--- config.mk ---
export PLATFORM = sky130hd
export DESIGN_NAME = ring_phase_monitor
export DESIGN_NICKNAME = d
export VERILOG_FILES = /design/src/rtl/ring_pkg.sv /design/src/rtl/onehot_encoder.sv /design/src/rtl/ring_phase_monitor.sv
export SDC_FILE = /design/constraint.sdc
export NUM_CORES = 1
export LEC_CHECK = 0
export BUFFER_PORTS_ARGS = -buffer_cell sky130_fd_sc_hd__buf_2
export CAP_MARGIN = 20
export CORE_MARGIN = 3
export CORE_UTILIZATION = 55
export CTS_CLUSTER_SIZE = 16
export DETAILED_ROUTE_END_ITERATION = 10
export PLACE_DENSITY = 0.8
export SLEW_MARGIN = 20
export SYNTH_ARGS = -nofsm -noshare
export SYNTH_HDL_FRONTEND = slang
export SYNTH_SLANG_ARGS = --single-unit
--- constraint.sdc ---
create_clock -name clk -period 3.8 [get_ports clk]
set_input_delay 0.19 -clock clk [delete_from_list [all_inputs] [get_ports clk]]
set_output_delay 0.19 -clock clk [all_outputs]
set_load 0.01 [all_outputs]
--- src/rtl/ring_pkg.sv ---
// rtl/ring_pkg.sv - shared FSM state and fault-code definitions for the ring phase monitor
package ring_pkg;

    typedef enum logic [1:0] {
        IDLE  = 2'd0,
        TRACK = 2'd1,
        FAULT = 2'd2
    } ring_state_e;

    localparam logic [1:0] ERR_NONE   = 2'b00;
    localparam logic [1:0] ERR_ONEHOT = 2'b01;
    localparam logic [1:0] ERR_SEQ    = 2'b10;

endpackage

--- src/rtl/onehot_encoder.sv ---
// rtl/onehot_encoder.sv - combinational one-hot to binary encoder with one-hot validity flag
module onehot_encoder #(
    parameter int N = 8
) (
    input  logic [N-1:0]         vec,
    output logic [$clog2(N)-1:0] idx,
    output logic                 is_onehot
);

    localparam int IDX_W = $clog2(N);

    // OR-ing the indices of all set bits is exact for one-hot input; other inputs are flagged invalid anyway.
    always_comb begin
        idx = '0;
        for (int i = 0; i < N; i++) begin
            if (vec[i]) begin
                idx = idx | IDX_W'(i);
            end
        end
    end

    assign is_onehot = (vec != '0) && ((vec & (vec - N'(1))) == '0);

endmodule

--- src/rtl/ring_phase_monitor.sv ---
// rtl/ring_phase_monitor.sv - tracks a rotating one-hot ring, counts rotations and latches sequence faults
module ring_phase_monitor
    import ring_pkg::*;
#(
    parameter int N     = 8,
    parameter int CNT_W = 16
) (
    input  logic                 clk,
    input  logic                 reset,
    input  logic [N-1:0]         ring_q,
    input  logic                 en,
    input  logic                 clr,
    output logic [$clog2(N)-1:0] phase_idx,
    output logic                 phase_vld,
    output logic                 wrap,
    output logic [CNT_W-1:0]     rot_cnt,
    output logic                 err,
    output logic [1:0]           err_code
);

    localparam int                IDX_W    = $clog2(N);
    localparam logic [IDX_W-1:0]  LAST_IDX = IDX_W'(N - 1);

    ring_state_e      state_q, state_d;
    logic [IDX_W-1:0] idx_q, idx_d;
    logic             vld_q, vld_d;
    logic             wrap_q, wrap_d;
    logic [CNT_W-1:0] cnt_q, cnt_d;
    logic             err_q, err_d;
    logic [1:0]       code_q, code_d;

    logic [IDX_W-1:0] enc_idx;
    logic             enc_onehot;
    logic [IDX_W-1:0] expect_idx;

    onehot_encoder #(
        .N(N)
    ) u_enc (
        .vec       (ring_q),
        .idx       (enc_idx),
        .is_onehot (enc_onehot)
    );

    // idx_q doubles as the previous index, so the expected successor is derived from it.
    assign expect_idx = (idx_q == LAST_IDX) ? '0 : idx_q + IDX_W'(1);

    always_comb begin
        state_d = state_q;
        idx_d   = idx_q;
        wrap_d  = 1'b0;
        cnt_d   = cnt_q;
        err_d   = err_q;
        code_d  = code_q;

        if (clr) begin
            state_d = IDLE;
            err_d   = 1'b0;
            code_d  = ERR_NONE;
            cnt_d   = '0;
        end else if (en) begin
            case (state_q)
                IDLE: begin
                    if (enc_onehot) begin
                        idx_d   = enc_idx;
                        state_d = TRACK;
                    end
                end
                TRACK: begin
                    if (!enc_onehot) begin
                        state_d = FAULT;
                        err_d   = 1'b1;
                        code_d  = ERR_ONEHOT;
                    end else if (enc_idx == expect_idx) begin
                        idx_d = enc_idx;
                        if (idx_q == LAST_IDX) begin
                            wrap_d = 1'b1;
                            if (cnt_q != '1) begin
                                cnt_d = cnt_q + CNT_W'(1);
                            end
                        end
                    end else begin
                        state_d = FAULT;
                        err_d   = 1'b1;
                        code_d  = ERR_SEQ;
                    end
                end
                FAULT: begin
                    state_d = FAULT;
                end
                default: begin
                    state_d = IDLE;
                end
            endcase
        end

        vld_d = (state_d == TRACK);
    end

    always_ff @(posedge clk or posedge reset) begin
        if (reset) begin
            state_q <= IDLE;
            idx_q   <= '0;
            vld_q   <= 1'b0;
            wrap_q  <= 1'b0;
            cnt_q   <= '0;
            err_q   <= 1'b0;
            code_q  <= ERR_NONE;
        end else begin
            state_q <= state_d;
            idx_q   <= idx_d;
            vld_q   <= vld_d;
            wrap_q  <= wrap_d;
            cnt_q   <= cnt_d;
            err_q   <= err_d;
            code_q  <= code_d;
        end
    end

    assign phase_idx = idx_q;
    assign phase_vld = vld_q;
    assign wrap      = wrap_q;
    assign rot_cnt   = cnt_q;
    assign err       = err_q;
    assign err_code  = code_q;

endmodule

# Word-level counts from Yosys, hierarchy flattened
# Index checks and enable logic that the tools add are counted.
# classes
add_sub_neg	3
eq_ne	10
mux	41
n_bitwise	2
n_reduce_logical	14
# op_table
cell	n
16-bit 2-to-1 mux	7
2-bit 2-to-1 mux	12
3-bit 2-to-1 mux	8
16-bit by 1-bit adder with 16-bit output (second input constant)	1
16-bit inequality test (second input constant)	1
2-bit nonzero test	7
1-bit 2-to-1 mux	12
6-bit AND reduction	2
8-bit bitwise AND	1
8-bit zero test	1
8-bit nonzero test	1
8-bit by 1-bit subtractor with 8-bit output (second input constant)	1
2-bit inequality test (second input constant)	3
2-bit case mux with 3 select lines	1
3-bit case mux with 2 select lines	1
2-bit by 1-bit == test with 1-bit output (second input constant)	2
3-bit by 1-bit adder with 3-bit output (second input constant)	1
3-bit == test	1
3-bit == test (second input constant)	1
3-bit inequality test (second input constant)	1
3-bit AND reduction	1
2-bit == test (second input constant)	1
2-bit zero test	1
1-bit logical AND	1
1-bit NOT	1
# totals
ff_bits	26
inputBits	12
elab_cells	77

# Longest topological paths before layout
# Gate-level depths: netlist of run 1.
# depth
depth_word	14
mapped_depth	8
ltp_nobuf	7

# Cells and area by module
# A second synthesis of run 1 with hierarchy kept.
# hier_totals
cells_unflattened	152
area_unflattened_um2	1442.6
# modules_own_cells
module	n_inst	cells_per_inst	area_each_um2	seq_area_each_um2
ring_phase_monitor	1	138	1325.0	650.6
onehot_encoder	1	14	117.6	0.0

# Least setup slack after synthesis of run 1
# Ideal clock, no wire load.
# synth_timing
path_type	register to register
from	register idx_q[0] (netlist: phase_idx[0])
to	register cnt_q[11] (netlist: rot_cnt[11])
setup_time_ps	101
t_arrival_ps	2119
required_time_ps	3699
setup_slack_ps	1581
path_stages_with_launch	7
path_cell_list	dfrtp_1 > ha_1 > ha_1 > nor3b_1 > o21ai_4 > or4b_2 > o32ai_1
# synth_between
elab_chain_cells	5
word_cells_on_any_way	7
cone_classes	add/sub (1); eq/ne (2); mux (1); reduce/logical (3)
# synth_rtl
element	line_no	rtl
start: declaration	ring_phase_monitor.sv:25	logic [IDX_W-1:0] idx_q, idx_d;
start signal: assignment	ring_phase_monitor.sv:110	idx_q <= idx_d;
3-bit by 1-bit adder with 3-bit output / 3-bit == test (equally long branches)	ring_phase_monitor.sv:45, ring_phase_monitor.sv:75	
3-bit 2-to-1 mux	ring_phase_monitor.sv:45	assign expect_idx = (idx_q == LAST_IDX) ? '0 : idx_q + IDX_W'(1);
3-bit == test	ring_phase_monitor.sv:73	end else if (enc_idx == expect_idx) begin
2-bit nonzero test (no source line)	-	
6-bit AND reduction (no source line) *	-	
end signal: assignment	ring_phase_monitor.sv:113	cnt_q <= cnt_d;
end: declaration	ring_phase_monitor.sv:28	logic [CNT_W-1:0] cnt_q, cnt_d;
# Mark *: on every way between the ends. The rest lies on a longest branch, timed or not.
# A chain may end at the register's enable or synchronous reset.

# Final worst setup path of run 1
# layout_timing
from	register idx_q[0] (netlist: phase_idx[0])
to	register cnt_q[9] (netlist: rot_cnt[9])
# The elaborated chain is that of the path after synthesis.

==> run summary, run 1 <==
Outcome -> complete, no violations
First-pass GRT wire length -> 5820 µm
Global-route usage over all layers -> 20.4%
Drt total wl -> 3480 µm
Fillers -> 233
Setup-failing EPs final -> 0
Top post-synthesis cells by area -> dfrtp_1, mux2_1, nor4_1
Post-route DRC -> 0
Synthesized area per cell -> 9.87 µm²
RSZ-0062 raised after global routing -> no
Relative slew slack -> 41.1%
Max Clk Rate -> 362 MHz
CTS H-Tree Depth -> 1
Area occupied by multi-input gates -> 997 µm²
Setup_tns -> 0 ns
Ant. Diodes -> 0
Min Hold Slack -> 0.175 ns
Slew Viols, Final -> 0
Min cycle time layout -> 2.76 ns
Synth area leader -> dfrtp_1
P per Cell Area -> 229 nW/µm²
CP Capture Type -> flip-flop
Vias after detailed routing -> 1,442
CTS tree -> built
Ys Warns -> 0
Row Count -> 19
Crit start category -> flip-flop
Register area -> 651 µm²
Setup Crit Path Kind -> reg2reg
Pleak -> 0.903 nW
Reg2Reg Setup Slack -> 1.04 ns
PortBufs -> 35
Gr ovfl total -> 0
Asr flop ratio synth -> 100%
Syn Inst Count -> 174
Power Total -> 0.000445 W
Final Instance Area -> 1940 µm²
Drt via density -> 5.84
Vias in the first global route -> 1,310
TritonRoute pass-1 iters -> 4
Share of cells above drive strength 1 -> 25.9%
Root buffer cell -> clkbuf_4
GPL Wtd Cong -> 0.776
Period utilization -> 72.7%
Clock skew -> 0.0110 ns
Met3 wire length -> 136 µm
Min-delay worst type -> in2reg
CP arrival -> 3.00 ns
Sequential-to-total area share from yosys stat -> 37.9%
Maximum number of pins on one net before global-route repair -> 39
Die Y -> 61.9 µm
DIE AREA -> 3830 µm²
Main synth FF type -> dfrtp_1
Max Fanout on Critical Path -> 23
Core Region -> 2880 µm²
Final nets -> 222
Metal2 WL -> 1700 µm
Count leader, synth -> dfrtp_1
Wirelength per Cell -> 14.1 µm
Initial core utilization -> 59.7%
# resized after CTS -> 0
Synth top area share -> 37.9%
Initial antenna violation count -> 0
Syn-to-layout area delta -> 13.0%
Peak supply drop -> 0.175 mV
Routed Antenna Nets -> 0
IO Pins -> 36
M1 WL -> 1600 µm
Die width -> 61.9 µm
Total CTS buffers -> 3
Clk Latency, worst-skew pair -> 0.33 ns
DPL Wire Length -> 2490 µm
Syn_nets -> 189
Max Cap Viol -> 0
Cell area after synthesis -> 1720 µm²
Clock Path Buffers -> 2
Slew @ Worst Pin -> 0.880 ns
Post-CTS setup buffer count -> 0
EDFF count, synth -> 0
Commonest cells in the netlist -> dfrtp_1, nor2_1, nor4_1
Dpl cell area -> 1890 µm²
Library cells used by synthesis -> 47
Yosys reg bits -> 26
Uppermost routed layer -> met4
Clk pin slew, worst setup/hold paths -> 0.14 ns
Final hold viol count -> 0
Critical Path RT -> 4.03 ns
CTS Hold Bufs -> 0
DR iter-0 viols -> 74
CTS Sinks -> 26
cell usage in the layout, fill, tap and decap left out, types with 2 or more instances in the layout:
master    instances
buf_2            35
and4_1            2
and3_1            4
nor4_1           12
dfrtp_1          26
nor3_1            2
or4_1             3
inv_1             5
nand2_1          11
nor2b_1          11
xor2_1            3
nor2_1           15
clkbuf_4          3
mux2_4            2
mux2_1           10
nand4_1           3
a21oi_1           7
mux2i_1           4
o31ai_1           3
nor4_2            2
ha_1              3
nand2b_1          7
nand3_1           7
layer usage:
layer  up-vias  GRT usage, %
li1        711             -
met1       692          28.0
met2        33          33.2
met3         6          3.10
met4         0          6.36
met5         -             0
stage by stage:
| step | utilization, % | std cells | worst slack, ns |
|---|---|---|---|
| floorplan | - | 174 | 1.58 |
| global placement | 65.9 | 242 | 1.16 |
| detailed placement | 65.9 | 242 | 1.06 |
| CTS | 66.6 | 245 | 1.05 |
| global route | 67.5 | 247 | 0.769 |
| finish | 67.5 | 247 | 1.04 |
critical path, stage by stage (launching register included):
cell and delay, ns:
dfrtp_1 0.43, ha_1 0.22, ha_1 0.21, nor2_1 0.13, xor2_1 0.16, nand3_1 0.62, nor4_1 0.55, mux2_1 0.36
layout make-up:
cell class              count  area share (%)
inverters                   5           0.966
flip-flops and latches     26            33.5
multi-input cells         134            51.4
clock buffers               3            1.16
well taps                  42            2.71
repair buffers             37            10.3
registers in the layout, summed over array words and instances, names as in the netlist:
| register | flops |
|---|---|
| rot_cnt | 16 |
| phase_vld | 1 |
| phase_idx | 3 |
| err_code | 2 |
| state_q | 2 |
| wrap | 1 |
| err | 1 |
where the power goes:
group          total [W]  switching [W]  internal, W  leakage [nW]
Sequential      0.000279    0.000000951     0.000278         0.348
Combinational  0.0000455      0.0000286    0.0000169         0.541
Clock           0.000120      0.0000832    0.0000373        0.0138
Total           0.000445       0.000113     0.000332         0.903
worst paths after layout:
path,start,endpoint,depth (start not counted)
max,phase_idx[0],rot_cnt[9],7
min,en,state_q[0],4
max reg2reg,phase_idx[0],rot_cnt[9],7
min reg2reg,err,err,2
max in group asynchronous,reset,rot_cnt[1],4
min in group asynchronous,reset,err,3
kinds of logic (layout without fill, tap and decap cells):
logic type                 after synthesis  in the layout  synth area share, %
adders and majority gates                4              4                 2.77
AOI/OAI and AO/OA                       22             22                 11.8
buffers and inverters                   14             45                 4.08
muxes                                   16             16                 10.6
and+or+nand+nor                         89             89                 31.3
DFF                                     26             26                 37.9
xor gates and xnor gates                 3              3                 1.53
Note: power is estimated with default switching activity, not from simulation.
==> run 2: changes to the inputs <==
--- a/config.mk
+++ b/config.mk
@@ -5,13 +5,14 @@
 export SDC_FILE = /design/constraint.sdc
 export NUM_CORES = 1
 export LEC_CHECK = 0
+export ABC_AREA = 1
 export BUFFER_PORTS_ARGS = -buffer_cell sky130_fd_sc_hd__buf_2
 export CAP_MARGIN = 20
 export CORE_MARGIN = 3
 export CORE_UTILIZATION = 55
 export CTS_CLUSTER_SIZE = 16
 export DETAILED_ROUTE_END_ITERATION = 10
-export PLACE_DENSITY = 0.8
+export PLACE_DENSITY = 0.79
 export SLEW_MARGIN = 20
 export SYNTH_ARGS = -nofsm -noshare
 export SYNTH_HDL_FRONTEND = slang
==> constraint.sdc (replaced) <==
create_clock -name clk -period 2.6 [get_ports clk]
set_input_delay 0.13 -clock clk [delete_from_list [all_inputs] [get_ports clk]]
set_output_delay 0.13 -clock clk [all_outputs]
set_load 0.01 [all_outputs]
==> run 2 against run 1 <==
  * Clock power increased by 41%
  * Final cell count grew 39%
  * Clock skew is 0.0089 ns lower
  * Power up 62%
  * Setup slack worse by 0.66 ns
  * Critical path type unchanged
  * Critical endpoint unchanged
  * Largest cell class unchanged
==> run summary, run 2 <==
Outcome -> complete, no violations (unchanged)
Clock skew -> 0.00202 ns (was 0.0110 ns)
DIE AREA -> 4260 µm² (was 3830 µm²)
First-pass GRT wire length -> 7090 µm (was 5820 µm)
Core Region -> 3200 µm² (was 2880 µm²)
GPL Wtd Cong -> 0.877 (was 0.776)
Row Count -> 20 (was 19)
Syn Inst Count -> 267 (was 174)
R2R cell count -> 10 (was 7)
Final nets -> 317 (was 222)
Hold path cells -> 2 (was 4)
R2r startpoint -> phase_idx[0] (unchanged)
Gr ovfl total -> 0 (unchanged)
Relative slew slack -> 63.1% (was 41.1%)
P per Cell Area -> 334 nW/µm² (was 229 nW/µm²)
Asr flop ratio synth -> 100% (unchanged)
Placed Cells -> 339 (was 242)
Crit start category -> flip-flop (unchanged)
Min-delay src -> clr (was en)
Period utilization -> 85.6% (was 72.7%)
Max reg flops -> 16 (unchanged)
Most common cell after layout, fill and taps aside -> nand2_1 (was buf_2)
Min-delay worst type -> in2reg (unchanged)
Die Y -> 65.2 µm (was 61.9 µm)
Commonest non-fill, non-tap cells in the layout -> nand2_1, nor2_1, buf_2 (was buf_2, dfrtp_1, nor2_1)
TritonRoute pass-1 iters -> 4 (unchanged)
Reg2Reg Setup Slack -> 0.37 ns (was 1.04 ns)
Vias in the first global route -> 1,561 (was 1,310)
CTS tree -> built (unchanged)
Initial core utilization -> 60.3% (was 59.7%)
Min cycle time layout -> 2.23 ns (was 2.76 ns)
Global-route usage over all layers -> 21.1% (was 20.4%)
Area occupied by multi-input gates -> 1120 µm² (was 997 µm²)
Pleak -> 1.18 nW (was 0.903 nW)
DPL Wire Length -> 3120 µm (was 2490 µm)
Root buffer cell -> clkbuf_4 (unchanged)
Count leader, synth -> nand2_1 (was dfrtp_1)
Clk Latency, worst-skew pair -> 0.31 ns (was 0.33 ns)
RSZ-0062 raised after global routing -> no (unchanged)
Drt total wl -> 4200 µm (was 3480 µm)
Setup-failing EPs final -> 0 (unchanged)
Ys Warns -> 0 (unchanged)
CTS Sinks -> 26 (unchanged)
Die width -> 65.2 µm (was 61.9 µm)
Drt via density -> 5.24 (was 5.84)
CP arrival -> 2.49 ns (was 3.00 ns)
Library cells used by synthesis -> 31 (was 47)
Top post-synthesis cells by area -> dfrtp_1, nand2_1, nand3_1 (was dfrtp_1, mux2_1, nor4_1)
IO Pins -> 36 (unchanged)
Fillers -> 303 (was 233)
Slew @ Worst Pin -> 0.550 ns (was 0.880 ns)
Clock Path Buffers -> 2 (unchanged)
Post-route insts no fill -> 344 (was 247)
Synth top area share -> 33.7% (was 37.9%)
Post-route DRC -> 0 (unchanged)
Final hold viol count -> 0 (unchanged)
Max Cap Viol -> 0 (unchanged)
Total CTS buffers -> 3 (unchanged)
Setup_tns -> 0 ns (unchanged)
Max Clk Rate -> 449 MHz (was 362 MHz)
Slew Viols, Final -> 0 (unchanged)
Register area -> 651 µm² (unchanged)
Routed Antenna Nets -> 0 (unchanged)
Clk pin slew, worst setup/hold paths -> 0.13 ns (was 0.14 ns)
Post-CTS setup buffer count -> 0 (unchanged)
Peak supply drop -> 0.311 mV (was 0.175 mV)
Setup Crit Path Kind -> reg2reg (unchanged)
Wirelength per Cell -> 12.2 µm (was 14.1 µm)
CP Capture Type -> flip-flop (unchanged)
Ant. Diodes -> 0 (unchanged)
Syn-to-layout area delta -> 11.6% (was 13.0%)
Vias after detailed routing -> 1,802 (was 1,442)
EDFF count, synth -> 0 (unchanged)
Main synth FF type -> dfrtp_1 (unchanged)
Reg-to-reg endpoint -> rot_cnt[9] (unchanged)
Initial antenna violation count -> 0 (unchanged)
Maximum number of pins on one net before global-route repair -> 27 (was 39)
PortBufs -> 35 (unchanged)
DR iter-0 viols -> 131 (was 74)
Syn_nets -> 282 (was 189)
Synth area leader -> dfrtp_1 (unchanged)
CTS H-Tree Depth -> 1 (unchanged)
Cell area after synthesis -> 1930 µm² (was 1720 µm²)
Yosys reg bits -> 26 (unchanged)
Critical Path RT -> 2.86 ns (was 4.03 ns)
Hold EP -> err (was state_q[0])
Commonest cells in the netlist -> nand2_1, nor2_1, nand3_1 (was dfrtp_1, nor2_1, nor4_1)
Sequential-to-total area share from yosys stat -> 33.7% (was 37.9%)
Max Fanout on Critical Path -> 13 (was 23)
Synthesized area per cell -> 7.23 µm² (was 9.87 µm²)
Share of cells above drive strength 1 -> 23.0% (was 25.9%)
==> run 2: worst max path at each step <==
stage | start | slack (ns) | endpoint | cells past startpoint
detailed placement | phase_idx[0] | 0.45 | rot_cnt[9] | 10
global route | phase_idx[0] | 0.23 | rot_cnt[3] | 10
finish | phase_idx[0] | 0.37 | rot_cnt[9] | 10
CTS | phase_idx[0] | 0.39 | rot_cnt[9] | 10
global placement | phase_idx[0] | 0.55 | rot_cnt[3] | 10
floorplan | phase_idx[0] | 0.67 | rot_cnt[3] | 12
==> run 2: what timing repair did <==
action,CTS,global route
resized for setup,0,0
hold endpoints to repair,0,12
hold buffers,0,1
==> run 2: routing by layer <==
layer | part of all wire, % | vias up | track usage (%) | wire length [µm]
met4 | 1.1 | 0 | 6.48 | 48
met1 | 50 | 820 | 31.4 | 2090
li1 | - | 927 | - | -
met3 | 6.1 | 4 | 1.54 | 256
met5 | 0 | - | 0 | 0
met2 | 43 | 51 | 32.6 | 1810
==> run 2: layout make-up <==
class	instances	share of cell area, %
clock buffers	3	1.05
inverters	27	4.70
multi-input cells	206	51.9
flip-flops and latches	26	30.2
well taps	44	2.56
repair buffers	38	9.64
==> run 2: worst max-delay path, cell delays in order (launching register included) <==
cell and delay (ns):
dfrtp_1 0.44, ha_1 0.21, ha_1 0.28, nand3b_1 0.16
nand2_1 0.11, nand3_1 0.11, nand2_1 0.08, nand2_1 0.06
nor2_2 0.44, nand3_1 0.17, nand2_1 0.10
==> run 2: kinds of logic (layout without fill, tap and decap cells) <==
family | Yosys count | count (layout) | synth area share, %
AO/OA/AOI/OAI | 10 | 10 | 3.18
XOR/XNOR | 11 | 11 | 4.99
adder cells (fa/ha/maj) | 3 | 3 | 1.94
buffers and inverters | 35 | 68 | 8.42
flip-flops | 26 | 26 | 33.7
AND/OR/NAND/NOR | 182 | 182 | 47.8
==> run 2: power breakdown <==
| group | total [W] | internal [W] | switching, W |
|---|---|---|---|
| Clock | 0.000169 | 0.0000542 | 0.000115 |
| Sequential | 0.000419 | 0.000412 | 0.00000728 |
| Combinational | 0.000131 | 0.0000442 | 0.0000872 |
==> run 2: metrics by stage <==
stage | hold WS (ns) | setup WS (ns) | power (W) | cell area (µm²) | util (%)
floorplan | 0.170 | 0.670 | 0.000520 | 1930 | -
CTS | 0.0418 | 0.393 | 0.000723 | 2130 | 66.5
finish | 0.193 | 0.375 | 0.000720 | 2150 | 67.3
detailed placement | 0.403 | 0.446 | 0.000555 | 2110 | 65.8
global route | 0.194 | 0.233 | 0.000760 | 2150 | 67.3
global placement | 0.403 | 0.548 | 0.000552 | 2110 | 65.8
